==> src/rtl/conv_sequencer_pkg.sv <==
// Shared constants, state encoding and saturating-add helper for the convolution sequencer.
package conv_sequencer_pkg;

    localparam int unsigned DATA_W = 32;
    localparam int unsigned ST_W   = 3;

    localparam logic [2:0] S_IDLE = 3'd0;
    localparam logic [2:0] S_RD_A = 3'd1;
    localparam logic [2:0] S_RD_B = 3'd2;
    localparam logic [2:0] S_EXEC = 3'd3;
    localparam logic [2:0] S_DONE = 3'd4;

    localparam logic [2:0] ALU_CONV = 3'b111;
    localparam logic [2:0] ALU_ADD  = 3'b000;

    localparam logic [DATA_W-1:0] WORD_STRIDE = 32'd4;
    localparam logic [DATA_W-1:0] ACC_MAX     = 32'h7FFF_FFFF;
    localparam logic [DATA_W-1:0] ACC_MIN     = 32'h8000_0000;

    typedef struct packed {
        logic              sat;
        logic [DATA_W-1:0] sum;
    } acc_res_t;

    // Signed add clamped to the 32-bit range; overflow only when both signs agree and the result's differs.
    function automatic acc_res_t sat_add(input logic [DATA_W-1:0] a, input logic [DATA_W-1:0] b);
        acc_res_t          res;
        logic [DATA_W-1:0] raw;
        raw     = a + b;
        res.sat = 1'b0;
        res.sum = raw;
        if ((a[DATA_W-1] == b[DATA_W-1]) && (raw[DATA_W-1] != a[DATA_W-1])) begin
            res.sat = 1'b1;
            res.sum = a[DATA_W-1] ? ACC_MIN : ACC_MAX;
        end
        return res;
    endfunction

endpackage

==> src/rtl/sat_acc32.sv <==
// Signed saturating 32-bit accumulator with clear, enable and sticky saturation flag.
// The _c outputs are look-ahead values that already include this cycle's clear or addend.
module sat_acc32
    import conv_sequencer_pkg::*;
(
    input  logic              i_clk,
    input  logic              i_rst,
    input  logic              i_clr,
    input  logic              i_en,
    input  logic [DATA_W-1:0] i_addend,
    output logic [DATA_W-1:0] o_sum_c,
    output logic              o_sat_c
);

    logic [DATA_W-1:0] r_sum;
    logic              r_sat;
    acc_res_t          w_add;

    always_comb begin
        w_add   = sat_add(r_sum, i_addend);
        o_sum_c = r_sum;
        o_sat_c = r_sat;
        if (i_clr) begin
            o_sum_c = '0;
            o_sat_c = 1'b0;
        end else if (i_en) begin
            o_sum_c = w_add.sum;
            o_sat_c = r_sat | w_add.sat;
        end
    end

    always_ff @(posedge i_clk or negedge i_rst) begin
        if (!i_rst) begin
            r_sum <= '0;
            r_sat <= 1'b0;
        end else begin
            r_sum <= o_sum_c;
            r_sat <= o_sat_c;
        end
    end

endmodule

==> src/rtl/conv_sequencer.sv <==
// Convolution job controller: fetches operand pairs, borrows the shared ALU and accumulates results
// while stalling the core; passes the execute-stage operands through when idle.
module conv_sequencer
    import conv_sequencer_pkg::*;
#(
    parameter int unsigned LEN_W = 8
) (
    input  logic              i_clk,
    input  logic              i_rst,
    input  logic              i_start,
    input  logic [DATA_W-1:0] i_src_a_base,
    input  logic [DATA_W-1:0] i_src_b_base,
    input  logic [LEN_W-1:0]  i_len,
    input  logic [DATA_W-1:0] i_core_alu_a,
    input  logic [DATA_W-1:0] i_core_alu_b,
    input  logic [2:0]        i_core_alu_ctrl,
    output logic [DATA_W-1:0] o_alu_a,
    output logic [DATA_W-1:0] o_alu_b,
    output logic [2:0]        o_alu_ctrl,
    input  logic [DATA_W-1:0] i_alu_result,
    output logic              o_mem_rd,
    output logic [DATA_W-1:0] o_mem_addr,
    input  logic [DATA_W-1:0] i_mem_rdata,
    output logic              o_busy,
    output logic              o_stall,
    output logic              o_done,
    output logic [DATA_W-1:0] o_conv_result,
    output logic              o_sat
);

    logic [ST_W-1:0]   r_state;
    logic [DATA_W-1:0] r_ptr_a;
    logic [DATA_W-1:0] r_ptr_b;
    logic [LEN_W-1:0]  r_remain;
    logic [DATA_W-1:0] r_op_a;
    logic              r_mem_rd;
    logic [DATA_W-1:0] r_mem_addr;
    logic              r_busy;
    logic              r_done;
    logic [DATA_W-1:0] r_conv_result;
    logic              r_sat;

    logic [ST_W-1:0]   w_state_nxt;
    logic [DATA_W-1:0] w_ptr_a_nxt;
    logic [DATA_W-1:0] w_ptr_b_nxt;
    logic [LEN_W-1:0]  w_remain_nxt;
    logic              w_acc_clr;
    logic              w_acc_en;
    logic [DATA_W-1:0] w_acc_sum;
    logic              w_acc_sat;

    sat_acc32 u_acc (
        .i_clk    (i_clk),
        .i_rst    (i_rst),
        .i_clr    (w_acc_clr),
        .i_en     (w_acc_en),
        .i_addend (i_alu_result),
        .o_sum_c  (w_acc_sum),
        .o_sat_c  (w_acc_sat)
    );

    // Next state, pointer updates and ALU operand mux.
    always_comb begin
        w_state_nxt  = r_state;
        w_ptr_a_nxt  = r_ptr_a;
        w_ptr_b_nxt  = r_ptr_b;
        w_remain_nxt = r_remain;
        w_acc_clr    = 1'b0;
        w_acc_en     = 1'b0;
        o_alu_a      = i_core_alu_a;
        o_alu_b      = i_core_alu_b;
        o_alu_ctrl   = i_core_alu_ctrl;
        if (r_state != S_IDLE) begin
            o_alu_a    = '0;
            o_alu_b    = '0;
            o_alu_ctrl = ALU_ADD;
        end
        case (r_state)
            S_IDLE: begin
                if (i_start) begin
                    w_ptr_a_nxt  = i_src_a_base;
                    w_ptr_b_nxt  = i_src_b_base;
                    w_remain_nxt = i_len;
                    w_acc_clr    = 1'b1;
                    w_state_nxt  = (i_len == '0) ? S_DONE : S_RD_A;
                end
            end
            S_RD_A: w_state_nxt = S_RD_B;
            S_RD_B: w_state_nxt = S_EXEC;
            S_EXEC: begin
                // B operand comes straight off the read bus to save a capture cycle.
                o_alu_a      = r_op_a;
                o_alu_b      = i_mem_rdata;
                o_alu_ctrl   = ALU_CONV;
                w_acc_en     = 1'b1;
                w_ptr_a_nxt  = r_ptr_a + WORD_STRIDE;
                w_ptr_b_nxt  = r_ptr_b + WORD_STRIDE;
                w_remain_nxt = r_remain - LEN_W'(1);
                w_state_nxt  = (r_remain == LEN_W'(1)) ? S_DONE : S_RD_A;
            end
            S_DONE:  w_state_nxt = S_IDLE;
            default: w_state_nxt = S_IDLE;
        endcase
    end

    always_ff @(posedge i_clk or negedge i_rst) begin
        if (!i_rst) begin
            r_state <= S_IDLE;
        end else begin
            r_state <= w_state_nxt;
        end
    end

    // Datapath and registered outputs, all derived from the upcoming state.
    always_ff @(posedge i_clk or negedge i_rst) begin
        if (!i_rst) begin
            r_ptr_a       <= '0;
            r_ptr_b       <= '0;
            r_remain      <= '0;
            r_op_a        <= '0;
            r_mem_rd      <= 1'b0;
            r_mem_addr    <= '0;
            r_busy        <= 1'b0;
            r_done        <= 1'b0;
            r_conv_result <= '0;
            r_sat         <= 1'b0;
        end else begin
            r_ptr_a    <= w_ptr_a_nxt;
            r_ptr_b    <= w_ptr_b_nxt;
            r_remain   <= w_remain_nxt;
            if (r_state == S_RD_B) begin
                r_op_a <= i_mem_rdata;
            end
            r_mem_rd   <= (w_state_nxt == S_RD_A) || (w_state_nxt == S_RD_B);
            r_mem_addr <= (w_state_nxt == S_RD_A) ? w_ptr_a_nxt :
                          (w_state_nxt == S_RD_B) ? w_ptr_b_nxt : '0;
            r_busy     <= (w_state_nxt != S_IDLE);
            r_done     <= (w_state_nxt == S_DONE);
            if (w_state_nxt == S_DONE) begin
                r_conv_result <= w_acc_sum;
                r_sat         <= w_acc_sat;
            end
        end
    end

    assign o_mem_rd      = r_mem_rd;
    assign o_mem_addr    = r_mem_addr;
    assign o_busy        = r_busy;
    assign o_stall       = r_busy;
    assign o_done        = r_done;
    assign o_conv_result = r_conv_result;
    assign o_sat         = r_sat;

endmodule

==> config.mk <==
export PLATFORM = sky130hd
export DESIGN_NAME = conv_sequencer
export DESIGN_NICKNAME = d
export VERILOG_FILES = /design/src/rtl/conv_sequencer_pkg.sv /design/src/rtl/sat_acc32.sv /design/src/rtl/conv_sequencer.sv
export SDC_FILE = /design/constraint.sdc
export NUM_CORES = 1
export LEC_CHECK = 0
export ABC_CLOCK_PERIOD_IN_PS = 2900
export BUFFER_PORTS_ARGS = -buffer_cell sky130_fd_sc_hd__buf_2
export CAP_MARGIN = 15
export CORE_ASPECT_RATIO = 0.7
export CORE_UTILIZATION = 47
export CTS_CLUSTER_DIAMETER = 30
export DETAILED_ROUTE_END_ITERATION = 8
export PLACE_DENSITY = 0.77
export SYNTH_ARGS = -nofsm -noshare
export SYNTH_HDL_FRONTEND = slang
export SYNTH_SLANG_ARGS = --single-unit
==> constraint.sdc <==
create_clock -name i_clk -period 2.9 [get_ports i_clk]
set_input_delay 0.145 -clock i_clk [delete_from_list [all_inputs] [get_ports i_clk]]
set_output_delay 0.145 -clock i_clk [all_outputs]
set_load 0.05 [all_outputs]
; ---- Yosys cells after proc, flatten, opt, wreduce, memory -nomap -nowiden
; Cells that the tools add are included.
[word_totals]
output_inout_bits = 136
latch_bits = 0
n_memories = 0
mem_bits_ro = 0
ram_bits = 0
in_bits = 206
wordCells = 63
regBits = 208
[classes]
eq_ne = 10
shift = 0
muxes = 27
n_mul = 0
n_reduce_logical = 8
magnitude_cmp = 0
bitwise_logic = 1
addsub = 4
div_mod_pow = 0
[ops]
columns = operator, count
row1 = 32-bit 2-to-1 mux, 11
row2 = 32-bit case mux with 2 select lines, 2
row3 = 32-bit by 3-bit adder with 32-bit output (second input constant), 2
row4 = 33-bit 2-to-1 mux, 1
row5 = 32-bit adder, 1
row6 = 8-bit case mux with 2 select lines, 1
row7 = 3-bit 2-to-1 mux, 5
row8 = 3-bit case mux with 4 select lines, 1
row9 = 3-bit by 2-bit equality test with 1-bit output (second input constant), 3
row10 = 8-bit by 1-bit equality test with 1-bit output (second input constant), 1
row11 = 8-bit logical NOT, 1
row12 = 8-bit 2-to-1 mux, 1
row13 = 8-bit by 1-bit subtractor with 8-bit output (second input constant), 1
row14 = 3-bit by 1-bit equality test with 1-bit output (second input constant), 2
row15 = 3-bit nonzero test, 2
row16 = 1-bit 2-to-1 mux, 5
row17 = 3-bit equality test (second input constant), 1
row18 = 3-bit logical NOT, 1
row19 = 2-bit != test (second input constant), 1
row20 = 2-bit AND reduction, 1
row21 = 2-bit nonzero test, 1
row22 = 1-bit equality test, 1
row23 = 1-bit logical AND, 1
row24 = 1-bit logical OR, 1
row25 = other kinds (2), 2

; ---- Logic depth before layout (Yosys ltp)
[depth]
word_depth = 7
depth_mapped = 12
depth_no_buf = 11

; ---- Hierarchy
; Synthesis repeated with hierarchy kept, for this count alone.
[unflattened]
hier_cells = 1173
hier_area_um2 = 11763.8
[by_module_without_submodules]
columns = module, area_per_inst_um2, instances, seq_area_each_um2, cells_per_inst
row1 = conv_sequencer, 8784.7, 1, 4379.2, 826
row2 = sat_acc32, 2979.1, 1, 825.8, 347

; ---- Worst setup path after synthesis
; No wires, ideal clock.
[synth_path]
path_type = register to register
from = register u_acc.r_sum[0]
to = register r_conv_result[24] (netlist: o_conv_result[24])
arrival_time_ps = 2765
period_less_slack_ps = 2890
path_buffers = 0
setup_slack_ps = 10
stages_incl_launch_ff = 12
setup_ps = 125
t_required_ps = 2775
cell_sequence = dfrtp_1 > ha_1 > fa_1 > a211oi_1 > o21ai_1 > a311o_1 > a41oi_2 > o21ai_2 > a221oi_2 > xor2_1 > a21oi_1 > mux2_2
[synth_between]
elab_chain_len = 6
[synth_lines]
columns = element, line_no
row1 = from (decl), sat_acc32.sv:15  ; logic [DATA_W-1:0] r_sum;
row2 = from (signal assigned), sat_acc32.sv:37  ; r_sum <= o_sum_c;
row3 = 32-bit adder (*), conv_sequencer_pkg.sv:29  ; raw = a + b;
row4 = 1-bit != test, conv_sequencer_pkg.sv:32  ; if ((a[DATA_W-1] == b[DATA_W-1]) && (raw[DATA_W-1] != a[DATA_W-1])) begin
row5 = 1-bit logical AND, conv_sequencer_pkg.sv:32
row6 = 33-bit 2-to-1 mux (*), conv_sequencer_pkg.sv:32
row7 = 32-bit 2-to-1 mux (*), sat_acc32.sv:26  ; end else if (i_en) begin
row8 = 32-bit 2-to-1 mux (*), sat_acc32.sv:23  ; if (i_clr) begin
row9 = to (signal assigned), conv_sequencer.sv:140  ; r_conv_result <= w_acc_sum;
row10 = to (decl), conv_sequencer.sv:40  ; logic [DATA_W-1:0] r_conv_result;
; Every way passes the cells marked *; elsewhere a longest branch is shown, timed or not.
; A chain may end at the register's enable or synchronous reset.

; ---- Worst setup path after layout
[layout_path]
from = register u_acc.r_sum[0]
to = register r_conv_result[28] (netlist: o_conv_result[28])
; Same word-level chain as after synthesis.

==> results.env <==
SYNTH_ASYNC_SR_FLOP_SHARE_PCT=100
DESIGN.DIE.AREA_UM2=25000
IO-PIN-COUNT=342
CLOCKPOWERSHARE_PCT=23.0
STANDBY_LEAKAGE_POWER_nW=8.17
MAXCLOCKFREQUENCY_MHz=331
CP_COMMON_CELL='sky130_fd_sc_hd__o21ai_2'
FIN_CELLS=2022
DRT_DRC_VIOLATIONS_LEFT=0
POST-PLACE-WS_PS=-251
CLK_LATENCY_PS=520
SWSHARE_PCT=46.9
DETAILEDPLACEMENTHPWL_UM=27300
GRT_FIRST_PASS_WIRELENGTH_UM=63300
RELSLEWSLACK_PCT=46.3
SEQCELLAREA_UM2=5200
NUMBER_OF_BUFFERS_ADDED_BY_THE_CLOCK_TREE_SYNTHESIS_STEP=39
WORST_SETUP_PATH_START_KIND='flip-flop'
CORE.ROWCOUNT=47
STARTING_DENSITY_OF_THE_CORE_PCT=48.2
SLEW_VIOL_FINAL=0
ANT_NETS=0
POWER.DENSITY_CELL_AREA_nW_PER_UM2=1230
WL_UM=41300
SHARE_OF_THE_CLOCK_PERIOD_USED_BY_THE_WORST_PATH_AFTER_LAYOUT_PCT=104
UNREPAIRED_SETUP_ENDPOINTS_AFTER_GLOBAL_ROUTING='true'
SETUP_VIOL=4
SETUP.WORST_PATH.CLASS='flip-flop to flip-flop'
CTS_TREE='built'
YS_SEQ_AREA_SHARE_PCT=45.4
WL_PER_CELL_UM=20.4
P_INT_W=0.0109
VIOLATIONS_IN_THE_FINAL_REPORTS='negative setup slack'
CAP_VIOLATIONS=0
RUN_STATUS='finished, violations left'
POSTSYNTH.TOPFLOPCELL='sky130_fd_sc_hd__dfrtp_1'
FINALWEIGHTEDCONGESTION=0.900
MIN_PATH_CELLS=4
SYN_AREA_PER_CELL_UM2=9.65
NFILLCELLS=1756
REG2REG_SLACK_PS=-120
SLOWEST_STAGE='sky130_fd_sc_hd__a311o_1'
POWER.SEQUENTIAL.FRACTION_PCT=24.0
POSTSYNTHCELLCOUNT=1187
CRIT_PATH_MAX_FANOUT=3
MULTIINPUTGATEAREA_UM2=6140
LAYOUT_MIN_CYCLE_TIME_PS=3020
WORST_SLACK_PS=-118
SYNTH-SEQ-CELLS=208
GRT_MAX_DEGREE=109
P_SWITCHING_W=0.00957
GRT_USE_TOTAL_PCT=31.9
SKEW_PS=29.0
SYNTHESIS.AREA_UM2=11500
SYNTH_ENABLE_FLOP_CELLS=0
WORST_HOLD_SLACK_PS=49.5
MOST_COMMON_CELL_IN_THE_NETLIST='sky130_fd_sc_hd__dfrtp_1'
PATH_CLK_SLEW_PS=50
GLOBALROUTE.TOTALOVERFLOW=0
VIA_PER_INST=5.95
COMB_POWER_SHARE_PCT=53.0
FINAL_LAYOUT_SIZE_SUFFIX_GT1_SHARE_PCT=34.4
DIE_EXTENT_IN_Y_UM=133
PLACEABLECOREAREA_UM2=23800
CRITPATHREQUIREDTIME_PS=3280
MAX_IR_DROP_VDD_V=0.00109
PLACEDCELLCOUNT=1835
TIMING.CRITICAL_PATH.SLOWEST_CELL_DELAY_PS=410
FINALNETCOUNT=1915
DRT-INITIAL-DRC-COUNT=1184
FF2FF_PATH_DEPTH=12
FLOORPLAN.DIE.WIDTH_UM=189
CTS.SINKS=208
ROUTED-VIA-COUNT=12000
CTSHTREEMAXLEVEL=2
FINALCOREUTILIZATION_PCT=69.7
HOLD_CLASS='primary input to flip-flop'
TIGHTESTPINTRANSITION_PS=805
GRT_ANTENNA_BEFORE_REPAIR=3
DETAILEDROUTE.FIRSTPASSITERATIONCOUNT=5
CP.ARRIVAL_PS=3400
YOSYSUNIQUECELLTYPES=68
CLOCKBUFFERDEPTH=3
YOSYS_WARNINGS=0
POST_SYNTH_MAIN_AREA_CONTRIBUTORS='sky130_fd_sc_hd__dfrtp_1 (45%), sky130_fd_sc_hd__a22o_1 (7.4%), sky130_fd_sc_hd__nand2_1 (5.2%), sky130_fd_sc_hd__mux2_2 (4.8%), sky130_fd_sc_hd__ha_1 (3.8%)'
SYNTH_TOP_CELLS_BY_COUNT='sky130_fd_sc_hd__dfrtp_1 (208), sky130_fd_sc_hd__nand2_1 (159), sky130_fd_sc_hd__a22o_1 (97)'
IO_BUFFER_COUNT=341
FINAL-HOLD-VIOLATION-COUNT=0
FIRST_GLOBAL_VIAS=11700
END_KIND='flip-flop'
BUFFER_TYPE_AT_THE_CLOCK_TREE_ROOT='sky130_fd_sc_hd__clkbuf_16'
TIMING.CRITICAL_PATH.CELLS='ha_2 -> fa_2 -> a211oi_4 -> o21ai_2 -> a311o_1 -> a41oi_2 -> o21ai_2 -> buf_4 -> a21oi_2 -> xor2_1 -> a21oi_1 -> mux2_2'
SYN_TO_FINAL_GROWTH_PCT=44.6
MAPPEDNETLISTNETS=1429
SYNTH_TOP_AREA_CELL='sky130_fd_sc_hd__dfrtp_1'
POST-SYNTH-TOP-AREA-FRACTION_PCT=45.4
[routing by layer]
metal  part of all wire [%]  vias up  wire length [um]  GRT usage (%)
met5                  0.024        -                10              0
met1                     42     5824             17300           43.8
met3                    8.6      113              3540           6.74
li1                       -     5436                 -              -
met2                     46      654             19100           49.6
met4                    3.3        2              1360           12.4
[state kept, by name, indices dropped and copies added (netlist names), 3 cells and up]
name           cells
o_conv_result     32
o_mem_addr        32
r_op_a            32
r_ptr_a           32
r_ptr_b           32
u_acc.r_sum       32
r_remain           8
r_state            3
[layout by cell type, fill, tap and decap left out, types with 31 or more instances in the layout]
cell type,count
sky130_fd_sc_hd__mux2_2,48
sky130_fd_sc_hd__nor2_1,57
sky130_fd_sc_hd__a21oi_1,60
sky130_fd_sc_hd__ha_1,31
sky130_fd_sc_hd__clkbuf_16,42
sky130_fd_sc_hd__dfrtp_1,208
sky130_fd_sc_hd__a221o_1,33
sky130_fd_sc_hd__nand2_1,157
sky130_fd_sc_hd__dlygate4sd3_1,106
sky130_fd_sc_hd__buf_2,340
sky130_fd_sc_hd__nor3_1,35
sky130_fd_sc_hd__buf_4,62
sky130_fd_sc_hd__o21ai_0,84
sky130_fd_sc_hd__a21o_1,40
sky130_fd_sc_hd__nand3_1,36
sky130_fd_sc_hd__a22o_1,97
[repair_timing]
action | CTS | global route
pin swaps | 2 | 10
endpoints found under the setup margin | 24 | 62
cloned | 0 | 1
setup buffers | 2 | 6
resized for setup | 10 | 36
hold buffers | 106 | 0
endpoints found under the hold margin | 182 | 0
[stage by stage]
stage | total power [W] | area, um^2 | TNS, ps
3_3_place_gp | 0.0147 | 13800 | -331
4_1_cts | 0.0198 | 16300 | -78.5
6_report | 0.0204 | 16600 | -234
2_1_floorplan | 0.0121 | 11500 | 0
5_1_grt | 0.0214 | 16600 | -720
3_5_place_dp | 0.0149 | 13800 | -930
[power groups by stage]
stage               logic, W  registers [W]  clock network, W
finish                0.0108        0.00489           0.00469
global route          0.0115        0.00500           0.00488
CTS                   0.0103        0.00482           0.00473
detailed placement    0.0101        0.00484                 0
global placement     0.00989        0.00479                 0
floorplan            0.00670        0.00538                 0
[worst max-delay path, delay by kind of cell, from the launching register on]
kind / cells / cell delay (ps)
AOI/OAI and AO/OA: 7 / 1400
adders and majority gates: 2 / 560
DFF: 1 / 370
muxes: 1 / 270
buffers and inverters: 1 / 150
xor gates and xnor gates: 1 / 150
[worst paths after layout]
path | startpoint | end
worst max-delay path | u_acc.r_sum[0] | o_conv_result[28]
worst min-delay path | i_start | r_remain[0]
worst max register to register | u_acc.r_sum[0] | o_conv_result[28]
worst min register to register | u_acc.r_sat | u_acc.r_sat
max in group asynchronous | i_rst | r_ptr_a[0]
min in group asynchronous | i_rst | r_op_a[29]
[logic make-up (layout without fill, tap and decap cells)]
family                     after synthesis  count (layout)  synth area share, %
other                                    0               2                    0
AOI/OAI and AO/OA                      407             407                 25.2
and+or+nand+nor                        371             371                 15.4
buffers and inverters                   89             604                 3.08
DFF                                    208             208                 45.4
muxes                                   49              49                 4.82
xor gates and xnor gates                26              26                 1.99
adders and majority gates               37              37                 4.08
[layout make-up]
cell class	count	area share, %
Timing Repair Buffer	518	20.5
Clock inverter	17	1.23
Antenna cell	2	0.0302
Clock buffer	53	7.01
Inverter	16	0.362
Tap cell	318	2.40
Multi-Input combinational cell	890	37.1
Sequential cell	208	31.4
Note: power is estimated with default switching activity, not from simulation.
